## src/rtl/line_raster.sv

```systemverilog
// Bresenham line rasteriser: takes two endpoints and a colour, streams one
// pixel per cycle over a ready/valid port, steps diagonally when both axes
// advance, and suppresses points outside the CLIP_W x CLIP_H screen.
module line_raster #(
  parameter int COORD_W = 8,
  parameter int COLOR_W = 24,
  parameter int CLIP_W  = 160,
  parameter int CLIP_H  = 120
) (
  input  logic               clk,
  input  logic               reset_n,
  input  logic               start,
  input  logic [COORD_W-1:0] x0,
  input  logic [COORD_W-1:0] y0,
  input  logic [COORD_W-1:0] x1,
  input  logic [COORD_W-1:0] y1,
  input  logic [COLOR_W-1:0] color,
  output logic               busy,
  output logic [COORD_W-1:0] px,
  output logic [COORD_W-1:0] py,
  output logic [COLOR_W-1:0] pixel_color,
  output logic               pixel_valid,
  input  logic               pixel_ready,
  output logic               pixel_last,
  output logic               done
);

  localparam int SW = COORD_W + 2;
  // One extra bit so a clip limit of 2^COORD_W is representable.
  localparam logic [COORD_W:0] CW_L = (COORD_W+1)'(CLIP_W);
  localparam logic [COORD_W:0] CH_L = (COORD_W+1)'(CLIP_H);

  typedef enum logic [1:0] {IDLE, INIT, STEP, DONE} state_t;

  state_t               state_q, state_d;
  logic [COORD_W-1:0]   px_q, px_d, py_q, py_d;
  logic [COORD_W-1:0]   xe_q, xe_d, ye_q, ye_d;
  logic [COLOR_W-1:0]   color_q, color_d;
  logic signed [SW-1:0] dx_q, dx_d, dy_q, dy_d, err_q, err_d;
  logic                 sxn_q, sxn_d, syn_q, syn_d;
  logic                 valid_q, valid_d, last_q, last_d;
  logic                 busy_q, busy_d, done_q, done_d;

  logic [COORD_W-1:0]   adx, ady, nx, ny;
  logic signed [SW:0]   e2, dx_ext, dy_ext;
  logic signed [SW-1:0] inc_x, inc_y;
  logic                 step_x, step_y, at_end, advance, nvalid;

  function automatic logic in_bounds(input logic [COORD_W-1:0] x,
                                     input logic [COORD_W-1:0] y);
    return ({1'b0, x} < CW_L) && ({1'b0, y} < CH_L);
  endfunction

  // In INIT px/py still hold the start point, so these give |x1-x0|, |y1-y0|.
  assign adx = (xe_q >= px_q) ? xe_q - px_q : px_q - xe_q;
  assign ady = (ye_q >= py_q) ? ye_q - py_q : py_q - ye_q;

  assign e2     = {err_q, 1'b0};
  assign dx_ext = {dx_q[SW-1], dx_q};
  assign dy_ext = {dy_q[SW-1], dy_q};
  assign step_x = (e2 >= dy_ext);
  assign step_y = (e2 <= dx_ext);
  assign inc_x  = step_x ? dy_q : SW'(0);
  assign inc_y  = step_y ? dx_q : SW'(0);
  assign nx     = step_x ? (sxn_q ? px_q - 1'b1 : px_q + 1'b1) : px_q;
  assign ny     = step_y ? (syn_q ? py_q - 1'b1 : py_q + 1'b1) : py_q;
  assign at_end = (px_q == xe_q) && (py_q == ye_q);
  // A clipped point never waits for the consumer.
  assign advance = !valid_q || pixel_ready;
  assign nvalid  = in_bounds(nx, ny);

  // Next-state and next-output computation for the whole FSM.
  always_comb begin
    state_d = state_q;
    px_d    = px_q;
    py_d    = py_q;
    xe_d    = xe_q;
    ye_d    = ye_q;
    color_d = color_q;
    dx_d    = dx_q;
    dy_d    = dy_q;
    err_d   = err_q;
    sxn_d   = sxn_q;
    syn_d   = syn_q;
    valid_d = valid_q;
    last_d  = last_q;
    busy_d  = busy_q;
    done_d  = 1'b0;
    case (state_q)
      IDLE: begin
        valid_d = 1'b0;
        last_d  = 1'b0;
        busy_d  = 1'b0;
        if (start) begin
          state_d = INIT;
          px_d    = x0;
          py_d    = y0;
          xe_d    = x1;
          ye_d    = y1;
          color_d = color;
          busy_d  = 1'b1;
        end
      end
      INIT: begin
        dx_d    = $signed({2'b00, adx});
        dy_d    = -$signed({2'b00, ady});
        err_d   = $signed({2'b00, adx}) - $signed({2'b00, ady});
        sxn_d   = !(px_q < xe_q);
        syn_d   = !(py_q < ye_q);
        valid_d = in_bounds(px_q, py_q);
        last_d  = in_bounds(px_q, py_q) && at_end;
        state_d = STEP;
      end
      STEP: begin
        if (advance) begin
          if (at_end) begin
            state_d = DONE;
            valid_d = 1'b0;
            last_d  = 1'b0;
            done_d  = 1'b1;
          end else begin
            px_d    = nx;
            py_d    = ny;
            err_d   = err_q + inc_x + inc_y;
            valid_d = nvalid;
            last_d  = nvalid && (nx == xe_q) && (ny == ye_q);
          end
        end
      end
      default: begin
        state_d = IDLE;
        busy_d  = 1'b0;
      end
    endcase
  end

  // State and registered outputs; reset abandons any line in flight.
  always_ff @(posedge clk or negedge reset_n) begin
    if (!reset_n) begin
      state_q <= IDLE;
      px_q    <= '0;
      py_q    <= '0;
      xe_q    <= '0;
      ye_q    <= '0;
      color_q <= '0;
      dx_q    <= '0;
      dy_q    <= '0;
      err_q   <= '0;
      sxn_q   <= 1'b0;
      syn_q   <= 1'b0;
      valid_q <= 1'b0;
      last_q  <= 1'b0;
      busy_q  <= 1'b0;
      done_q  <= 1'b0;
    end else begin
      state_q <= state_d;
      px_q    <= px_d;
      py_q    <= py_d;
      xe_q    <= xe_d;
      ye_q    <= ye_d;
      color_q <= color_d;
      dx_q    <= dx_d;
      dy_q    <= dy_d;
      err_q   <= err_d;
      sxn_q   <= sxn_d;
      syn_q   <= syn_d;
      valid_q <= valid_d;
      last_q  <= last_d;
      busy_q  <= busy_d;
      done_q  <= done_d;
    end
  end

  assign busy        = busy_q;
  assign px          = px_q;
  assign py          = py_q;
  assign pixel_color = color_q;
  assign pixel_valid = valid_q;
  assign pixel_last  = last_q;
  assign done        = done_q;

endmodule
```

## config.mk

```make
export PLATFORM = sky130hd
export DESIGN_NAME = line_raster
export DESIGN_NICKNAME = d
export VERILOG_FILES = /design/src/rtl/line_raster.sv
export SDC_FILE = /design/constraint.sdc
export NUM_CORES = 1
export LEC_CHECK = 0
export ABC_AREA = 1
export BUFFER_PORTS_ARGS = -buffer_cell sky130_fd_sc_hd__buf_2
export CORE_MARGIN = 2
export CORE_UTILIZATION = 60
export DETAILED_ROUTE_END_ITERATION = 7
export PLACE_DENSITY_LB_ADDON = 0.3
export SYNTH_ARGS = -nofsm -noshare
export SYNTH_HDL_FRONTEND = slang
export SYNTH_SLANG_ARGS = --single-unit
```

## constraint.sdc

```tcl
create_clock -name clk -period 8.4 [get_ports clk]
set_clock_uncertainty 0.2 [all_clocks]
set_input_delay 1.68 -clock clk [delete_from_list [all_inputs] [get_ports clk]]
set_output_delay 1.68 -clock clk [all_outputs]
set_load 0.02 [all_outputs]
```

## After elaboration in Yosys (flattened, before gate mapping)

Cells that the tools add are included.

- Flip-flop bits (word level): 92
- Bits of input ports: 60
- Output and inout bits: 44
- Logic and storage cells: 101

- $add $sub $neg: 12
- $lt $le $gt $ge: 10
- Equality and inequality tests: 10
- Multiplexer cells: 34
- Reductions and logical operators: 20

Operator list:

| kind | count |
|---|---|
| $mux W8 | 13 |
| $eq A8 B8 Y1 | 4 |
| $pmux W8 S2 | 2 |
| $sub A8 B8 Y8 | 4 |
| $mux W10 | 3 |
| $pmux W10 S2 | 1 |
| $add A8 B1 Y8 const B | 2 |
| $ge A8 B8 Y1 | 2 |
| $lt A8 B7 Y1 const B | 2 |
| $lt A8 B8 Y1 | 2 |
| $lt A8 B8 Y1 const B | 2 |
| $sub A8 B1 Y8 const B | 2 |
| $ge A11 B10 Y1 | 1 |
| $le A11 B9 Y1 | 1 |
| $add A10 B10 Y10 | 1 |
| $add A10 B9 Y10 | 1 |
| $neg A8 Y10 | 1 |
| $sub A8 B8 Y9 | 1 |
| $mux W1 | 8 |
| $ne A2 B2 Y1 const B | 4 |
| $logic_and A1 B1 Y1 | 6 |
| $mux W2 | 3 |
| $pmux W1 S3 | 2 |
| $pmux W2 S3 | 1 |
| 12 further kinds | 17 |

## Logic depth before layout (Yosys ltp)

Gate-level depths: netlist (run 1).

- Depth in word-level cells: 10
- Gate-level depth with buffers: 30
- Gate-level depth less buffers: 29

## Worst setup path after synthesis (run 1)

No wires, ideal clock.

- Path kind: flip-flop to flip-flop
- Start: reg err_q[9]
- End: reg err_q[9]
- Setup time: 77 ps
- Data arrival time: 3617 ps
- Data required time: 8123 ps
- Path slack: 4505 ps
- Cell stages (with the launch flop): 30
- Path buffers: 1
- Period minus slack after synthesis: 3895 ps
- Cells stage by stage: dfrtp_1 ha_1 nand2_1 inv_1 nand2_1 nor2_1 nand2_1 nand3_1 nand2_1 nand2_2 buf_4 nand2_1 fa_1 inv_1 ha_1 inv_1 fa_1 nor2_1 o21ai_0 nand2_1 nand2_1 nand2_1 a21oi_1 or2_2 nand2_1 nand2_1 nand2_1 xnor2_1 nand2_1 a21oi_1

- Longest elaborated chain between the ends: 7
- Elaborated cells between the ends (all ways): 9
- Classes of those cells: add/sub: 2; order compare: 2; mux: 5

RTL lines:

| item | RTL line | RTL |
|---|---|---|
| start: declaration | 39 | `logic signed [SW-1:0] dx_q, dx_d, dy_q, dy_d, err_q, err_d;` |
| start signal: assignment | 164 | `err_q <= err_d;` |
| $ge A11 B10 Y1 | 61 | `assign step_x = (e2 >= dy_ext);` |
| $mux W10 | 63 | `assign inc_x = step_x ? dy_q : SW'(0);` |
| $add A10 B10 Y10 | 124 | `err_d = err_q + inc_x + inc_y;` |
| $add A10 B9 Y10 * | 124 |  |
| $mux W10 * | 116 | `if (at_end) begin` |
| $mux W10 * | 115 | `if (advance) begin` |
| $pmux W10 S2 * | 89 | `case (state_q)` |

Mark *: on every way between the ends. The rest lies on a longest branch, timed or not. The select of a mux whose other input is x is not followed.
A chain may end at the register's enable or synchronous reset.

## Worst setup path after layout (run 1)

Ends and elaborated chain as after synthesis.

==> results of run 1 <==
-- worst max path at each step --
stage	start	endpoint	slack, ns	depth (start not counted)
after floorplan	err_q[9]	err_q[9]	4.51	29
after global placement	err_q[9]	err_q[9]	3.70	27
after detailed placement	err_q[9]	err_q[8]	3.55	21
after CTS	err_q[9]	err_q[8]	3.52	21
after global routing	dy_q[9]	err_q[9]	3.04	26
final	err_q[9]	err_q[9]	3.45	27
-- cells in the mapped netlist (all sizes together) --
cell,instances
mux2i,1
or2,5
clkbuf,16
a22o,1
inv,146
a31o,1
a211oi,1
nand3,62
nand4,15
o21bai,3
nor2,98
o21a,3
buf,11
or4,1
a21o,1
mux2,24
clkinv,2
o311ai,1
a21boi,1
nor3,2
o221ai,7
dfrtp,92
nand3b,4
a22oi,1
o211ai,3
nand2,227
xnor2,11
ha,84
a21oi,77
fa,16
a31oi,5
o21ai,77
xor2,25
o22ai,14
-- final cells by class --
type,count,area [um^2]
fill,1128,3880
clock inverter,7,73.8
tap,172,215
multi-input combinational,771,4920
timing repair buffer,107,548
clock buffer,9,225
sequential,92,2300
inverter,148,556
-- sequential cells by signal, summed over array words and instances (netlist names), 8 cells and up --
name	count
px	8
dy_q	10
xe_q	8
pixel_color	24
err_q	10
ye_q	8
dx_q	8
py	8
-- metal layers --
metal	global-route usage	up-vias	wire length, um
li1	-	3582	-
met1	0.398	3414	8860
met2	0.500	313	9630
met4	0.127	0	647
met3	0.0526	47	1440
met5	0	-	0
-- logic make-up (layout without fill, tap and decap cells) --
kind of cell	after synthesis	in the layout	share of synthesized area
xor gates and xnor gates	36	36	0.0408
DFF	92	92	0.291
adders and majority gates	100	100	0.174
AOI/OAI and AO/OA	196	196	0.143
buffers and inverters	175	271	0.0869
muxes	25	25	0.0355
and+or+nand+nor	414	414	0.229
-- placed cells by master (no fill, tap or decap), drive strengths merged, types with 4 or more instances in the layout --
master	Yosys	final
clkinv	2	5
mux2	24	24
buf	11	107
a31oi	5	5
o221ai	7	7
nand3b	4	4
nor2	98	98
dfrtp	92	92
o21ai	77	77
clkbuf	16	9
xor2	25	25
nand4	15	15
nand3	62	62
ha	84	84
a21oi	77	77
fa	16	16
or2	5	5
nand2	227	227
o22ai	14	14
xnor2	11	11
inv	146	148
-- per-stage QoR --
| step | std cells | hold slack [ns] |
|---|---|---|
| 6_report | 1306 | 0.288 |
| 4_1_cts | 1306 | 0.291 |
| 2_1_floorplan | 1038 | 0.253 |
| 3_3_place_gp | 1290 | 0.267 |
| 3_5_place_dp | 1290 | 0.276 |
| 5_1_grt | 1306 | 0.312 |
-- critical path, cell delays in order (launching register included) --
cell and delay, ns:
dfrtp_1 0.44, ha_1 0.35, nand2_1 0.07, inv_1 0.07, nand2_1 0.06, nor2_1 0.10, nand2_1 0.07, nand4_1 0.38
nand2_2 0.36, inv_2 0.28, nor2_1 0.09, fa_1 0.53, ha_1 0.17, inv_1 0.05, fa_1 0.40, nor2_1 0.12
o21ai_0 0.08, nand2_1 0.08, nand2_1 0.06, nand2_1 0.06, a21oi_1 0.07, or2_2 0.29, nand2_1 0.07, nand2_1 0.05
nand2_1 0.07, xnor2_1 0.11, nand2_1 0.06, a21oi_1 0.13
==> qor.yml, run 1 <==
status: "finished, final reports clean"
fin_tns_setup_ns: 0
finalCritPeriodShare: 0.590
post-cts-setup-buffers: 0
rsz0062_at_grt: "no"
holdPathEnd: "dy_q[3]"
synthTopCellsByArea: "dfrtp_1 (29%), ha_1 (13%), nand2_1 (10%)"
die_w_um: 119
clock_latency_ns: 0.36
syn_nets: 1198
syn-mean-instance-area_um2: 7.61
placed_cell_area_um2: 8540
rr_worst_depth: 27
gr-total-overflow: 0
syn_inst: 1038
drive_above_1_share: 0.164
antenna_cells: 0
hold_class: "flop to flop"
first_global_vias: 7245
tightestPinTransition_ns: 1.16
syn_to_final_growth_pct: 11.9
routed_wl_um: 20600
dieArea_um2: 14100
postCtsHoldBufs: 0
max_cap_viol_count: 0
cts_root_buffer: "clkbuf_16"
placementRows: 41
cts-buffers-inserted: 9
hold_violations: 0
reg2reg_from: "err_q[9]"
hold_start: "dy_q[3]"
dieHeight_um: 119
synth_top_cell_by_area: "dfrtp_1"
grt_pass1_wl_um: 34700
relSlewSlack: 0.222
detail-route-antenna-nets: 0
synth_top_area_share: 0.291
drc: 0
drt_iter0_drc: 629
final_core_utilization: 0.695
place.port_buffers: 103
crit_path_start_kind: "flop"
first_pass_iters: 5
clkTransAtPathRegs_ns: 0.07
slew_violations: 0
vias_per_cell: 5.63
setup_ws_ns: 3.45
crit_type: "flop to flop"
avgRoutedWirePerCell_um: 15.8
post_cts_resized: 0
r2r_setup_slack_ns: 3.45
path_max_fanout: 17
fmax_ghz: 0.202
design_area_um2: 8840
grt_max_degree: 65
final_nets: 1289
core_um2: 12700
whs_path_depth: 2
yosysWarnings: 0
vias: 7356
yosysSeqAreaShare: 0.291
finalSetupViolations: 0
io_pins: 104
cp_data_arrival_time_ns: 5.04
cts_sinks: 92
dp_hpwl_um: 15800
initial_core_util: 0.621
grt_util_all_layers: 0.305
synth_cell_types: 51
cts_tree: "yes"
timing.rr.end: "err_q[9]"
fin_crit_ns: 4.95
synth_area_um2: 7900
ys_ff_latch: 92
h-tree-depth: 3
crit_path_end_kind: "flop"
dp_slack_ns: 3.55
critPathRequiredTime_ns: 8.48
gp_congestion: 0.925
cts_max_path_buffers: 2
antenna_found_initial: 0
Power of run 1 is not shown: default switching activity piles up to over one toggle a cycle in this logic, so the estimate is an artifact.
==> run 2: changes to the inputs <==
--- a/config.mk
+++ b/config.mk
@@ -8,7 +8,7 @@
 export ABC_AREA = 1
 export BUFFER_PORTS_ARGS = -buffer_cell sky130_fd_sc_hd__buf_2
 export CORE_MARGIN = 2
-export CORE_UTILIZATION = 60
+export CORE_UTILIZATION = 54
 export DETAILED_ROUTE_END_ITERATION = 7
 export PLACE_DENSITY_LB_ADDON = 0.3
 export SYNTH_ARGS = -nofsm -noshare
==> constraint.sdc (replaced) <==
create_clock -name clk -period 4.5 [get_ports clk]
set_clock_uncertainty 0.2 [all_clocks]
set_input_delay 0.9 -clock clk [delete_from_list [all_inputs] [get_ports clk]]
set_output_delay 0.9 -clock clk [all_outputs]
set_load 0.02 [all_outputs]
==> qor.yml, run 2 (synthesized netlist as in run 1, its figures left out) <==
finalCritPeriodShare: 0.918
final_cell_mix: "nand2_1 (215), inv_1 (144), buf_2 (102)"
core_um2: 14400
crit_path_end_kind: "flop"
grt_util_all_layers: 0.272
postCtsHoldBufs: 0
clock_latency_ns: 0.36
cp_data_arrival_time_ns: 4.16
antenna_cells: 0
placed_cell_area_um2: 8660
critPathBufInv: 5
hold_violations: 0
fmax_ghz: 0.242
status: "finished, final reports clean"
die_w_um: 125
dieHeight_um: 125
detail-route-antenna-nets: 0
grt_max_degree: 66
cts_sinks: 92
drt_iter0_drc: 585
critPathMostFrequentCell: "nand2_1"
design_area_um2: 8960
finalSetupViolations: 0
path_max_fanout: 10
cts_tree: "yes"
routed_wl_um: 20700
rsz0062_at_grt: "no"
drive_above_1_share: 0.177
crit_type: "flop to flop"
timing.rr.end: "err_q[9]"
path_cells: "inv_1 -> ha_1 -> nand2_1 -> inv_1 -> nand4_1 -> nand2_1 -> nor2_1 -> nand2_2 -> inv_1 -> or2_2 -> o21ai_0 -> buf_4 -> fa_1 -> inv_1 -> a31oi_1 -> nor2_1 -> nor2_1 -> o21bai_1 -> nand2_1 -> nand2_1 -> nand2_1 -> a21oi_1 -> a21oi_1"
hold_class: "flop to flop"
final_common_cell: "nand2_1"
avgRoutedWirePerCell_um: 15.5
r2r_setup_slack_ns: 0.37
vias_per_cell: 5.50
cp_num_cells: 23
first_pass_iters: 6
final_core_utilization: 0.621
fin_tns_setup_ns: 0
crit_path_end: "err_q[9]"
dp_hpwl_um: 16100
first_global_vias: 7349
crit_path_max_incr_delay_ns: 0.43
clkTransAtPathRegs_ns: 0.07
largest_reg_flops: 24
cts_max_path_buffers: 2
relSlewSlack: 0.401
cts_root_buffer: "clkbuf_16"
gp_congestion: 0.963
vias: 7330
placementRows: 44
path_delay_family: "simple AND/OR/NAND/NOR gates"
max_cap_viol_count: 0
cts-buffers-inserted: 9
dieArea_um2: 15600
io_pins: 104
final_nets: 1303
critPathRequiredTime_ns: 4.53
antenna_found_initial: 0
slew_violations: 0
syn_to_final_growth_pct: 13.3
drc: 0
fin_crit_ns: 4.13
grt_pass1_wl_um: 34900
slowest_stage: "fa_1"
num-fill-cells: 1299
gr-total-overflow: 0
rr_worst_depth: 23
crit_path_start: "px[2]"
h-tree-depth: 3
place.port_buffers: 103
tightestPinTransition_ns: 0.896
initial_core_util: 0.548
crit_path_start_kind: "flop"
reg2reg_from: "px[2]"
-- run 2: changes by cell type in the layout (fill, tap and decap cells not counted), sizes merged --
| cell | change |
|---|---|
| buf | +14 |
| bufinv | -1 |
| inv | +1 |
-- run 2: worst min-delay path, stage by stage (launching register included) --
cell     delay, ns
dfrtp_1       0.34
nand2_1       0.05
nand2_1       0.06
-- run 2: layer usage --
| metal | track usage | wire, um | vias up |
|---|---|---|---|
| li1 | - | - | 3614 |
| met1 | 0.358 | 9280 | 3360 |
| met2 | 0.447 | 9340 | 301 |
| met3 | 0.0411 | 1230 | 55 |
| met4 | 0.124 | 836 | 0 |
| met5 | 0 | 0 | - |
-- run 2: how the worst min path moves through the flow --
stage                     startpoint         end  slack [ns]  cells after the start
after floorplan              dx_q[1]     dx_q[1]        0.25                      2
after global placement    pixel_last  pixel_last        0.27                      2
after detailed placement  pixel_last  pixel_last        0.27                      2
after CTS                 pixel_last  pixel_last        0.29                      2
after global routing      pixel_last  pixel_last        0.30                      2
final                     pixel_last  pixel_last        0.28                      2
-- run 2: layout make-up --
class / count / area [um^2] / area share
clock inverter: 7 / 58.8 / 0.00657
inverter: 148 / 558 / 0.0623
clock buffer: 9 / 225 / 0.0251
tap: 184 / 230 / 0.0257
timing repair buffer: 121 / 653 / 0.0729
sequential: 92 / 2300 / 0.257
multi-input combinational: 771 / 4930 / 0.550
-- run 2: per-stage QoR --
step	cells	hold WS, ns	setup slack, ns
floorplan	1038	0.253	0.605
global placement	1315	0.266	0.397
detailed placement	1315	0.269	0.323
CTS	1331	0.287	0.298
global route	1332	0.297	0.0108
finish	1332	0.283	0.369
-- run 2: repair_timing --
action | 4_1_cts | 5_1_grt
endpoints found under the hold margin | 0 | 0
setup endpoints to repair | 0 | 2
buffers inserted | 0 | 1
resized for setup | 0 | 5
Power of run 2 is left out for the same reason.
==> run 3: changes to the inputs <==
--- a/config.mk
+++ b/config.mk
@@ -7,8 +7,10 @@
 export LEC_CHECK = 0
 export ABC_AREA = 1
 export BUFFER_PORTS_ARGS = -buffer_cell sky130_fd_sc_hd__buf_2
+export CELL_PAD_IN_SITES_DETAIL_PLACEMENT = 1
+export CELL_PAD_IN_SITES_GLOBAL_PLACEMENT = 2
 export CORE_MARGIN = 2
-export CORE_UTILIZATION = 54
+export CORE_UTILIZATION = 31
 export DETAILED_ROUTE_END_ITERATION = 7
 export PLACE_DENSITY_LB_ADDON = 0.3
 export SYNTH_ARGS = -nofsm -noshare
==> qor.yml, run 3 (synthesized netlist as in run 1, its figures left out) <==
tightestPinTransition_ns: 1.15
crit_path_end_kind: "flop"
vias_per_cell: 4.89
hold_class: "flop to flop"
path_delay_family: "simple AND/OR/NAND/NOR gates"
final_nets: 1320
fin_crit_ns: 4.16
path_max_fanout: 4
slowest_stage: "fa_1"
drc: 0
gp_congestion: 0.870
drt_iter0_drc: 275
grt_pass1_wl_um: 42200
num-fill-cells: 3183
placementRows: 58
first_global_vias: 7745
placed_cell_area_um2: 8950
clkTransAtPathRegs_ns: 0.07
slew_violations: 0
postCtsHoldBufs: 0
dieHeight_um: 164
critPathRequiredTime_ns: 4.58
crit_path_max_incr_delay_ns: 0.52
clock_latency_ns: 0.37
io_pins: 104
final_common_cell: "nand2_1"
cp_data_arrival_time_ns: 4.24
cts_max_path_buffers: 2
gr-total-overflow: 0
initial_core_util: 0.315
fmax_ghz: 0.240
detail-route-antenna-nets: 0
final_cell_mix: "nand2_1 (214), inv_1 (143), buf_2 (102)"
finalCritPeriodShare: 0.925
crit_type: "flop to flop"
hold_violations: 0
vias: 7315
core_um2: 25100
design_area_um2: 9350
syn_to_final_growth_pct: 18.3
antenna_cells: 0
grt_util_all_layers: 0.202
max_cap_viol_count: 0
finalSetupViolations: 0
h-tree-depth: 3
cts_tree: "yes"
critPathBufInv: 3
fin_tns_setup_ns: 0
cts-buffers-inserted: 9
relSlewSlack: 0.232
die_w_um: 164
dieArea_um2: 26800
largest_reg_flops: 24
crit_path_start_kind: "flop"
grt_max_degree: 76
cts_sinks: 92
antenna_found_initial: 0
cts_root_buffer: "clkbuf_16"
rsz0062_at_grt: "yes"
status: "finished, final reports clean"
critPathMostFrequentCell: "nand2_1"
dp_hpwl_um: 20800
drive_above_1_share: 0.204
avgRoutedWirePerCell_um: 17.4
fin_hold_ws_ns: 0.284
routed_wl_um: 26000
place.port_buffers: 103
first_pass_iters: 4
[run 3: worst min-delay path, stage by stage (launching register included)]
cell	delay (ns)
dfrtp_1	0.34
nand2_1	0.05
o21ai_0	0.06
[run 3: path summary, 6_finish.rpt]
kind	startpoint	endpoint	slack (ns)	depth (start not counted)
setup / recovery	err_q[9]	err_q[9]	0.34	27
hold / removal	dy_q[3]	dy_q[3]	0.28	2
setup reg to reg	err_q[9]	err_q[9]	0.34	27
hold reg to reg	dy_q[3]	dy_q[3]	0.28	2
max in group asynchronous	reset_n	err_q[4]	2.79	2
min in group asynchronous	reset_n	pixel_color[18]	0.51	1
[run 3: routing by layer]
layer	share of wire	wire [um]	vias to the layer above	GRT usage
met4	0.0094	244	0	0.0351
met5	0	0	-	0
li1	-	-	3646	-
met1	0.49	12700	3529	0.273
met3	0.036	928	14	0.0368
met2	0.47	12200	126	0.341
[run 3: through the flow]
stage,instances,setup WS (ns),utilization
floorplan,1038,0.605,-
global placement,1476,0.205,0.356
detailed placement,1476,0.155,0.356
CTS,1492,0.111,0.368
global route,1495,-0.0121,0.372
finish,1495,0.336,0.372
[run 3: layout make-up]
type                            instances  area, um^2  share of cell area
Inverter                              148         556              0.0594
Timing Repair Buffer                  138         781              0.0835
Sequential cell                        92        2310               0.247
Multi-Input combinational cell        771        5000               0.535
Clock buffer                            9         225              0.0241
Tap cell                              330         413              0.0442
Clock inverter                          7        65.1             0.00696
[run 3: what timing repair did]
action                                 in CTS  in global routing
buffers inserted                            0                  3
setup endpoints to repair                   0                  4
gates resized for setup                     0                 28
endpoints found under the hold margin       0                  0
Power of run 3 is left out for the same reason.
